==> config.mk <==
export PLATFORM = sky130hd
export DESIGN_NAME = sorted_lists_table
export DESIGN_NICKNAME = d
export VERILOG_FILES = /design/src/rtl/sorted_lists_pkg.sv /design/src/rtl/sorted_lists_lookup.sv /design/src/rtl/sorted_lists_table.sv
export SDC_FILE = /design/constraint.sdc
export NUM_CORES = 1
export LEC_CHECK = 0
export BUFFER_PORTS_ARGS = -buffer_cell sky130_fd_sc_hd__buf_2
export CORE_MARGIN = 4
export CORE_UTILIZATION = 53
export CTS_CLUSTER_DIAMETER = 120
export DETAILED_ROUTE_END_ITERATION = 8
export PLACE_DENSITY = 0.85
export SLEW_MARGIN = 20
export SYNTH_ARGS = -nofsm -noshare
export SYNTH_HDL_FRONTEND = slang
export SYNTH_SLANG_ARGS = --single-unit
==> constraint.sdc <==
create_clock -name clk -period 4 [get_ports clk]
set_input_delay 0.6 -clock clk [delete_from_list [all_inputs] [get_ports clk]]
set_output_delay 0.6 -clock clk [all_outputs]
set_load 0.05 [all_outputs]
==> src/rtl/sorted_lists_pkg.sv <==
// sorted_lists_pkg: shared geometry, types and opcodes for the sorted-list table.
// Types: key_t, id_t, cnt_t, idx_t, op_t, entry_t, table_state_t.
package sorted_lists_pkg;
   localparam int N_ENTRIES = 8;
   localparam int KEY_W     = 16;
   localparam int ID_W      = 8;
   localparam int CNT_W     = $clog2(N_ENTRIES + 1);
   localparam int IDX_W     = $clog2(N_ENTRIES);
   typedef logic [KEY_W-1:0] key_t;
   typedef logic [ID_W-1:0]  id_t;
   typedef logic [CNT_W-1:0] cnt_t;
   typedef logic [IDX_W-1:0] idx_t;
   typedef enum logic [1:0] {INSERT = 2'b00, DELETE = 2'b01, CLEAR = 2'b10, RSVD = 2'b11} op_t;
   typedef struct packed {
      logic vld;
      id_t  id;
      key_t key;
   } entry_t;
   typedef entry_t [N_ENTRIES-1:0] table_state_t;
endpackage

==> src/rtl/sorted_lists_lookup.sv <==
// sorted_lists_lookup: combinational search of the table for a command.
// Ports: tbl (table image), id (command id) -> match_oh/hit (valid entry with id),
//        free_oh (lowest-index invalid slot), and, with SORTED_LISTS_EVICT_EN
//        defined, min_oh/min_key (valid entry with smallest key, lowest index on ties).
module sorted_lists_lookup
   import sorted_lists_pkg::*;
(
   input  table_state_t         tbl,
   input  id_t                  id,
   output logic [N_ENTRIES-1:0] match_oh,
   output logic                 hit,
   output logic [N_ENTRIES-1:0] free_oh
`ifdef SORTED_LISTS_EVICT_EN
   ,
   output logic [N_ENTRIES-1:0] min_oh,
   output key_t                 min_key
`endif
);
   logic taken;
   always_comb begin
      match_oh = '0;
      free_oh  = '0;
      taken    = 1'b0;
      for (int i = 0; i < N_ENTRIES; i++) begin
         match_oh[i] = tbl[i].vld && (tbl[i].id == id);
         free_oh[i]  = !tbl[i].vld && !taken;
         taken       = taken || !tbl[i].vld;
      end
   end
   assign hit = |match_oh;
`ifdef SORTED_LISTS_EVICT_EN
   logic found;
   // Strict less-than keeps the earliest index when keys tie.
   always_comb begin
      min_oh  = '0;
      min_key = '1;
      found   = 1'b0;
      for (int i = 0; i < N_ENTRIES; i++) begin
         if (tbl[i].vld && (!found || tbl[i].key < min_key)) begin
            min_oh    = '0;
            min_oh[i] = 1'b1;
            min_key   = tbl[i].key;
            found     = 1'b1;
         end
      end
   end
`endif
endmodule

==> src/rtl/sorted_lists_table.sv <==
// sorted_lists_table: register-held table of {vld,id,key} entries with insert/delete/clear.
// Ports: clk, rst (async active-low); cmd_vld/cmd_op/cmd_id/cmd_key/cmd_rdy command
//        handshake; rsp_vld/rsp_err completion status; unsorted table image and
//        unsorted_upd change pulse; cnt/full/empty occupancy.
// Optional: SORTED_LISTS_EVICT_EN lets an INSERT on a full table replace the min-key entry.
module sorted_lists_table
   import sorted_lists_pkg::*;
(
   input  logic         clk,
   input  logic         rst,
   input  logic         cmd_vld,
   input  logic [1:0]   cmd_op,
   input  id_t          cmd_id,
   input  key_t         cmd_key,
   output logic         cmd_rdy,
   output logic         rsp_vld,
   output logic         rsp_err,
   output table_state_t unsorted,
   output logic         unsorted_upd,
   output cnt_t         cnt,
   output logic         full,
   output logic         empty
);
   typedef enum logic {S_IDLE, S_CLEAR} state_t;
   state_t               state;
   idx_t                 idx;
   op_t                  op;
   logic [N_ENTRIES-1:0] match_oh, free_oh, evict_oh, wr_oh;
   logic                 hit, evict, err, inc, dec;
   entry_t               wr_e;
`ifdef SORTED_LISTS_EVICT_EN
   logic [N_ENTRIES-1:0] min_oh;
   key_t                 min_key;
   sorted_lists_lookup u_lookup (
      .tbl(unsorted), .id(cmd_id), .match_oh(match_oh), .hit(hit),
      .free_oh(free_oh), .min_oh(min_oh), .min_key(min_key)
   );
   // min_key is only meaningful when full, which is the only case evict is consulted.
   assign evict    = cmd_key > min_key;
   assign evict_oh = min_oh;
`else
   sorted_lists_lookup u_lookup (
      .tbl(unsorted), .id(cmd_id), .match_oh(match_oh), .hit(hit), .free_oh(free_oh)
   );
   assign evict    = 1'b0;
   assign evict_oh = '0;
`endif
   assign op      = op_t'(cmd_op);
   assign full    = cnt == cnt_t'(N_ENTRIES);
   assign empty   = cnt == '0;
   assign cmd_rdy = state == S_IDLE;
   // Upsert takes priority over a fresh slot, which takes priority over eviction.
   assign wr_oh = (op == INSERT) ? (hit ? match_oh : !full ? free_oh : evict ? evict_oh : '0)
                : (op == DELETE) ? match_oh : '0;
   assign wr_e  = (op == INSERT) ? entry_t'{1'b1, cmd_id, cmd_key} : '0;
   assign err   = (op == INSERT) ? (!hit && full && !evict)
                : (op == DELETE) ? !hit : (op == RSVD);
   assign inc   = (op == INSERT) && !hit && !full;
   assign dec   = (op == DELETE) && hit;
   always_ff @(posedge clk or negedge rst) begin
      if (!rst) begin
         state        <= S_IDLE;
         idx          <= '0;
         unsorted     <= '0;
         cnt          <= '0;
         rsp_vld      <= 1'b0;
         rsp_err      <= 1'b0;
         unsorted_upd <= 1'b0;
      end else begin
         rsp_vld      <= 1'b0;
         rsp_err      <= 1'b0;
         unsorted_upd <= 1'b0;
         if (state == S_CLEAR) begin
            unsorted[idx] <= '0;
            unsorted_upd  <= unsorted[idx].vld;
            cnt           <= cnt - cnt_t'(unsorted[idx].vld);
            idx           <= (idx == idx_t'(N_ENTRIES - 1)) ? '0 : idx + 1'b1;
            if (idx == idx_t'(N_ENTRIES - 1)) begin
               state   <= S_IDLE;
               rsp_vld <= 1'b1;
            end
         end else if (cmd_vld) begin
            for (int i = 0; i < N_ENTRIES; i++)
               if (wr_oh[i]) unsorted[i] <= wr_e;
            cnt          <= cnt + cnt_t'(inc) - cnt_t'(dec);
            unsorted_upd <= |wr_oh;
            rsp_vld      <= op != CLEAR;
            rsp_err      <= err;
            if (op == CLEAR) begin
               state <= S_CLEAR;
               idx   <= '0;
            end
         end
      end
   end
endmodule

==> impl_metrics.py, run 1 <==
metrics = {
    "critical_path": {
        "crit_path_start_kind": "primary input",
        "crit_arrival_ns": 3.57,
        "crit_path_start": "cmd_id[3]",
        "cp.required_ns": 4.37,
        "worst_setup_path_end_kind": "flip-flop",
        "critPathMaxFanout": 11,
        "crit_type": "in -> reg",
        "reg2reg_from": "unsorted[119]",
    },
    "clock_tree": {
        "postCtsSetupBuffers": 0,
        "cts.path.max_buffers": 3,
        "cts_num_sinks": 211,
        "cts_htree_levels": 1,
        "cts_tree": "yes",
        "numCtsBuffers": 21,
        "clk_latency_ns": 0.50,
        "cts_hold_buffers": 0,
        "root_buffer": "clkbuf_16",
        "cts_resized": 0,
        "cts.clk_slew.worst_paths_ns": 0.06,
    },
    "sta": {
        "worst_pin_slew_ns": 1.11,
        "timing.final.crit_share_pct": 80.0,
        "setup_violations": 0,
        "skew_ns": 0.0182,
        "slew_headroom_pct": 26.1,
        "fin_ws_ns": 0.799,
        "slew_viol_final": 0,
        "hold_viol": 0,
        "fin_tns_setup_ns": 0,
        "fmax_ghz": 0.312,
        "rsz0062_at_grt": "false",
        "period_needed_ns": 3.20,
    },
    "global_routing": {
        "grt_pass1_vias": 8441,
        "overflow": 0,
        "antenna_found_initial": 0,
        "grt_usage_pct": 29.9,
        "grt_max_degree": 105,
        "grt_pass1_wl_um": 47600,
    },
    "floorplan": {
        "start_util_pct": 54.2,
        "dieHeight_um": 141,
        "ioPinCount": 239,
        "std_cell_rows": 48,
        "fp.coreArea_mm2": 0.0173,
        "die_area_mm2": 0.0199,
        "die_x_um": 141,
    },
    "route": {
        "dr.pass1.iters": 5,
        "drc_errors": 0,
        "num_vias": 8370,
        "viasPerCell": 6.26,
        "postRouteAntennaNets": 0,
        "wl_um": 30000,
        "routedWlPerCell_um": 22.4,
        "drt_iter0_markers": 805,
    },
    "placed_design": {
        "gp_congestion": 0.946,
        "hpwl_um": 20900,
        "dp_slack_ns": 0.319,
        "placed_area_mm2": 0.0108,
        "io_buffers": 238,
    },
    "yosys": {
        "ys_seq_area_share_pct": 56.3,
        "synth_edf_count": 0,
        "synth_seq_cells": 211,
        "avgSynthCellArea_um2": 10.6,
        "synthCells": 884,
        "async_flop_share_pct": 100,
        "netlist_area_mm2": 0.00938,
        "yosys_warnings": 0,
        "synth_nets": 924,
        "synth_ff_type": "dfrtp_1",
        "synth_cell_type_count": 51,
    },
    "layout": {
        "fin_util_pct": 65.7,
        "drive_gt1_share_pct": 27.6,
        "antenna_cells": 0,
        "area_delta_synth_final_pct": 21.2,
        "finalInstanceArea_mm2": 0.0114,
        "nNetsFinal": 1138,
    },
    "status": {
        "status": "completed",
    },
    "run": {
        "maxCapViolCount": 0,
    },
    "power_and_ir_drop": {
        "p_per_area_mw_per_mm2": 568,
        "ir_drop_mv": 0.335,
        "p_leak_nw": 5.51,
        "power.total_mw": 6.45,
    },
    "worst_hold_path": {
        "hold_class": "in -> async",
    },
}
==> state kept, by name, indices dropped and copies added, names as in the netlist <==
signal,cells
rsp_err,1
idx,3
unsorted_upd,1
unsorted,200
rsp_vld,1
state,1
cnt,4
==> cell type report <==
cell class / instances / area (um^2)
clock buffer: 28 / 562
clock inverter: 8 / 48.8
fill: 1347 / 5930
inverter: 10 / 37.5
multi-input combinational: 596 / 3780
sequential: 211 / 5280
tap: 225 / 282
timing repair buffer: 258 / 1380
==> cell usage after synthesis, types with 6 or more instances <==
cell type	number	area [um^2]
nand3_1	62	310
o2bb2ai_1	96	841
nor4_1	6	37.5
o22ai_1	26	163
clkbuf_1	46	173
dfrtp_1	211	5280
xor2_1	16	140
o21ai_0	81	405
nand2_1	150	563
buf_2	6	30.0
ha_1	10	125
buf_6	8	90.1
nor2_1	16	60.1
nand4_1	13	81.3
xnor2_1	50	438
inv_1	10	37.5
a21oi_1	8	40.0
nor3_1	12	60.1
==> placed cells by master, fill, tap and decap left out, types with 12 or more instances in the layout <==
master	netlist	layout
o2bb2ai_1	96	96
xnor2_1	50	50
o22ai_1	26	26
nand4_1	13	13
buf_4	5	18
nand3_1	62	62
clkbuf_16	0	21
dfrtp_1	211	211
nor3_1	12	12
nor2_1	16	14
o21ai_0	81	81
buf_2	6	237
xor2_1	16	16
nand2_1	150	150
==> power breakdown <==
part,switching [mW],internal [mW]
Sequential,0.231,2.36
Clock,0.816,0.991
Combinational,1.57,0.486
==> metrics by stage <==
| stage | std cells | hold slack, ns |
|---|---|---|
| CTS | 1336 | 0.242 |
| global placement | 1300 | 0.457 |
| global route | 1336 | 0.266 |
| finish | 1336 | 0.189 |
| detailed placement | 1300 | 0.466 |
| floorplan | 884 | 0.304 |
==> layer usage <==
metal	up-vias	part of all wire, %	GRT usage [%]
met5	-	0	0
met4	0	4.8	12.0
met3	117	9.5	5.36
met2	544	46	46.9
met1	4128	40	41.7
li1	3581	-	-
==> path summary, 6_finish.rpt <==
| kind | endpoint | slack, ns | cells past startpoint |
|---|---|---|---|
| max | cnt[2] | 0.80 | 13 |
| min | unsorted[42] | 0.19 | 1 |
| max reg2reg | cnt[2] | 0.83 | 12 |
| min reg2reg | unsorted[12] | 0.47 | 2 |
| max in group asynchronous | unsorted[53] | 2.98 | 2 |
| min in group clk | unsorted[40] | 0.37 | 3 |
==> cells by family (layout without fill, tap and decap cells) <==
kind of cell,after synthesis,count (layout),synth area share [%]
compound gates,237,237,17.9
buf+inv,77,304,4.02
mux,5,5,0.814
flops,211,211,56.3
xor+xnor,66,66,6.16
simple gates,277,277,13.3
fa+ha+maj,11,11,1.55
==> critical path: stages <==
cell      delay (ns)
buf_2           0.32
xor2_1          0.20
nand2b_1        0.15
nor3_1          0.09
or4b_4          0.53
or3_1           0.50
nand2_1         0.12
ha_1            0.17
inv_1           0.06
fa_1            0.40
xor2_1          0.17
o21ai_0         0.19
a21oi_1         0.06
Note: power is estimated with default switching activity, not from simulation.
==> run 2: changes to the inputs <==
- ABC_AREA: default -> 1
- CORE_UTILIZATION: 53 -> 55
- clock period: 4 -> 3.1 ns (I/O delays scaled with it)
==> impl_metrics.py, run 2 <==
metrics = {
    "floorplan": {
        "fp.coreArea_mm2": 0.0218,
        "std_cell_rows": 54,
        "start_util_pct": 55.8,
        "dieHeight_um": 157,
        "ioPinCount": 239,
        "die_area_mm2": 0.0246,
        "die_x_um": 157,
    },
    "layout": {
        "drive_gt1_share_pct": 21.1,
        "largest_reg_flops": 200,
        "nNetsFinal": 1918,
        "n_fill_cell": 1809,
        "final_cell_mix": "nand2_1, buf_2, dfrtp_1, nand3_1, o21ai_0",
        "multi_input_area_mm2": 0.00605,
        "area_delta_synth_final_pct": 18.9,
        "fin_util_pct": 66.3,
        "top_regs": "unsorted x200, cnt x4, idx x3",
        "final_cells": 2174,
        "finalInstanceArea_mm2": 0.0145,
        "final_common_cell": "nand2_1",
        "seqCellArea_mm2": 0.00528,
        "regMostFlops": "unsorted",
        "antenna_cells": 0,
    },
    "power_and_ir_drop": {
        "internal_power_mw": 8.19,
        "p_per_area_mw_per_mm2": 1300,
        "pwr-share-comb_pct": 57.7,
        "p_sw_mw": 10.6,
        "power.total_mw": 18.7,
        "seqPwrFrac_pct": 27.0,
        "switching_share_pct": 56.3,
        "ir_drop_mv": 0.748,
        "clkPwrFrac_pct": 15.3,
        "p_leak_nw": 7.85,
    },
    "clock_tree": {
        "cts_resized": 0,
        "root_buffer": "clkbuf_16",
        "clk_latency_ns": 0.52,
        "cts_htree_levels": 1,
        "cts.path.max_buffers": 3,
        "numCtsBuffers": 24,
        "postCtsSetupBuffers": 0,
        "cts_num_sinks": 211,
        "cts.clk_slew.worst_paths_ns": 0.06,
        "cts_tree": "yes",
    },
    "yosys": {
        "synth_ff_type": "dfrtp_1",
        "yosys-top-cells-count": "nand2_1, dfrtp_1, nand3_1",
        "synth_cell_type_count": 42,
        "synthCells": 1665,
        "ys_seq_area_share_pct": 43.4,
        "yosys_warnings": 0,
        "synth_seq_cells": 211,
        "synth_top_area_share_pct": 43.4,
        "avgSynthCellArea_um2": 7.31,
        "yosysTopAreaCell": "dfrtp_1",
        "netlist_area_mm2": 0.0122,
        "synth_edf_count": 0,
        "synth.most_common_cell": "nand2_1",
        "async_flop_share_pct": 100,
        "synth_nets": 1705,
        "synth_area_leaders": "dfrtp_1, nand2_1, nand3_1",
    },
    "sta": {
        "slew_viol_final": 0,
        "setup_violations": 0,
        "hold_viol": 0,
        "worst_pin_slew_ns": 0.766,
        "fin_ws_ns": 0.187,
        "fmax_ghz": 0.343,
        "skew_ns": 0.0162,
        "period_needed_ns": 2.91,
        "holdWs_ns": 0.305,
        "fin_tns_setup_ns": 0,
        "timing.final.crit_share_pct": 94.0,
        "rsz0062_at_grt": "false",
        "slew_headroom_pct": 48.4,
    },
    "global_routing": {
        "grt_pass1_vias": 12300,
        "grt_max_degree": 144,
        "grt_usage_pct": 35.0,
        "overflow": 0,
        "antenna_found_initial": 0,
        "grt_pass1_wl_um": 68300,
    },
    "placed_design": {
        "hpwl_um": 30500,
        "place_inst": 2131,
        "dp_slack_ns": -0.0525,
        "gp_congestion": 1.03,
        "io_buffers": 238,
        "placed_area_mm2": 0.0137,
    },
    "route": {
        "viasPerCell": 5.99,
        "drt_iter0_markers": 1709,
        "dr.pass1.iters": 5,
        "postRouteAntennaNets": 0,
        "drc_errors": 0,
        "routedWlPerCell_um": 20.2,
        "wl_um": 44000,
        "num_vias": 13000,
    },
    "critical_path": {
        "cp.required_ns": 3.51,
        "worst_setup_path_end_kind": "flip-flop",
        "crit_path_start": "unsorted[44]",
        "crit_path_start_kind": "flip-flop",
        "r2r_cells": 19,
        "reg2reg_from": "unsorted[44]",
        "crit_type": "reg -> reg",
        "crit_arrival_ns": 3.32,
        "critPathMaxFanout": 3,
    },
    "worst_hold_path": {
        "hold_class": "in -> reg",
        "hp-start": "cmd_op[1]",
        "holdPathStages": 3,
    },
    "status": {
        "status": "completed",
    },
    "run": {
        "maxCapViolCount": 0,
    },
}
## run 2: cell count changes after synthesis, moves of 25 or more
cell / delta
nand2_1: +475
nand3_1: +143
o2bb2ai_1: -96
inv_1: +62
o21ai_0: +58
nor2_1: +50
o31ai_1: +40
xnor2_1: -30
o21ai_1: +28
a21oi_1: +26
o22ai_1: -25
## run 2: layer usage
layer | up-vias | GRT usage [%] | part of all wire [%]
met5 | - | 0 | 0
met4 | 0 | 14.2 | 4.9
met3 | 150 | 6.47 | 11
met2 | 874 | 54.1 | 45
met1 | 6101 | 49.0 | 39
li1 | 5893 | - | -
## run 2: layout make-up
cell class,instances,area share (%)
sequential,211,36.5
multi-input combinational,1265,41.8
tap,280,2.42
clock inverter,7,0.441
inverter,83,2.21
timing repair buffer,293,11.6
clock buffer,35,5.00
## run 2: worst paths after layout
| kind | to | slack (ns) |
|---|---|---|
| max | cnt[2] | 0.19 |
| min | rsp_err | 0.31 |
| max reg2reg | cnt[2] | 0.19 |
| min reg2reg | unsorted[82] | 0.49 |
| max in group asynchronous | unsorted[51] | 1.73 |
| min in group asynchronous | unsorted[157] | 0.47 |
## run 2: logic make-up after synthesis
kind of cell,after synthesis,synth area share (%)
AOI/OAI and AO/OA,276,13.2
buffers and inverters,189,7.23
DFF,211,43.4
adders and majority gates,11,1.19
xor gates and xnor gates,26,1.87
and+or+nand+nor,952,33.2
## run 2: worst max-delay path, stage by stage (launching register included)
cell and delay [ns]:
dfrtp_1 0.41, inv_1 0.12, nand2_1 0.08, nand2_1 0.05
inv_1 0.04, nand2_1 0.04, nor2_1 0.15, nand3_1 0.12
nand2_1 0.13, nor2_4 0.05, nand2_2 0.10, inv_1 0.06
nor2_1 0.13, inv_1 0.07, nand2_1 0.06, ha_1 0.16
inv_1 0.06, fa_1 0.40, or2_2 0.31, a32o_1 0.26
## run 2: repair_timing
item,CTS,global route
hold endpoints to repair,56,0
endpoints found under the setup margin,0,0
hold buffers,1,0
## run 2: power groups by stage
stage	sequential (mW)	combinational [mW]	clock, mW
after floorplan	8.38	4.38	0
after global placement	5.03	10.5	0
after detailed placement	5.04	10.7	0
after CTS	5.02	10.7	2.86
after global routing	5.17	11.6	2.99
final	5.07	10.8	2.86
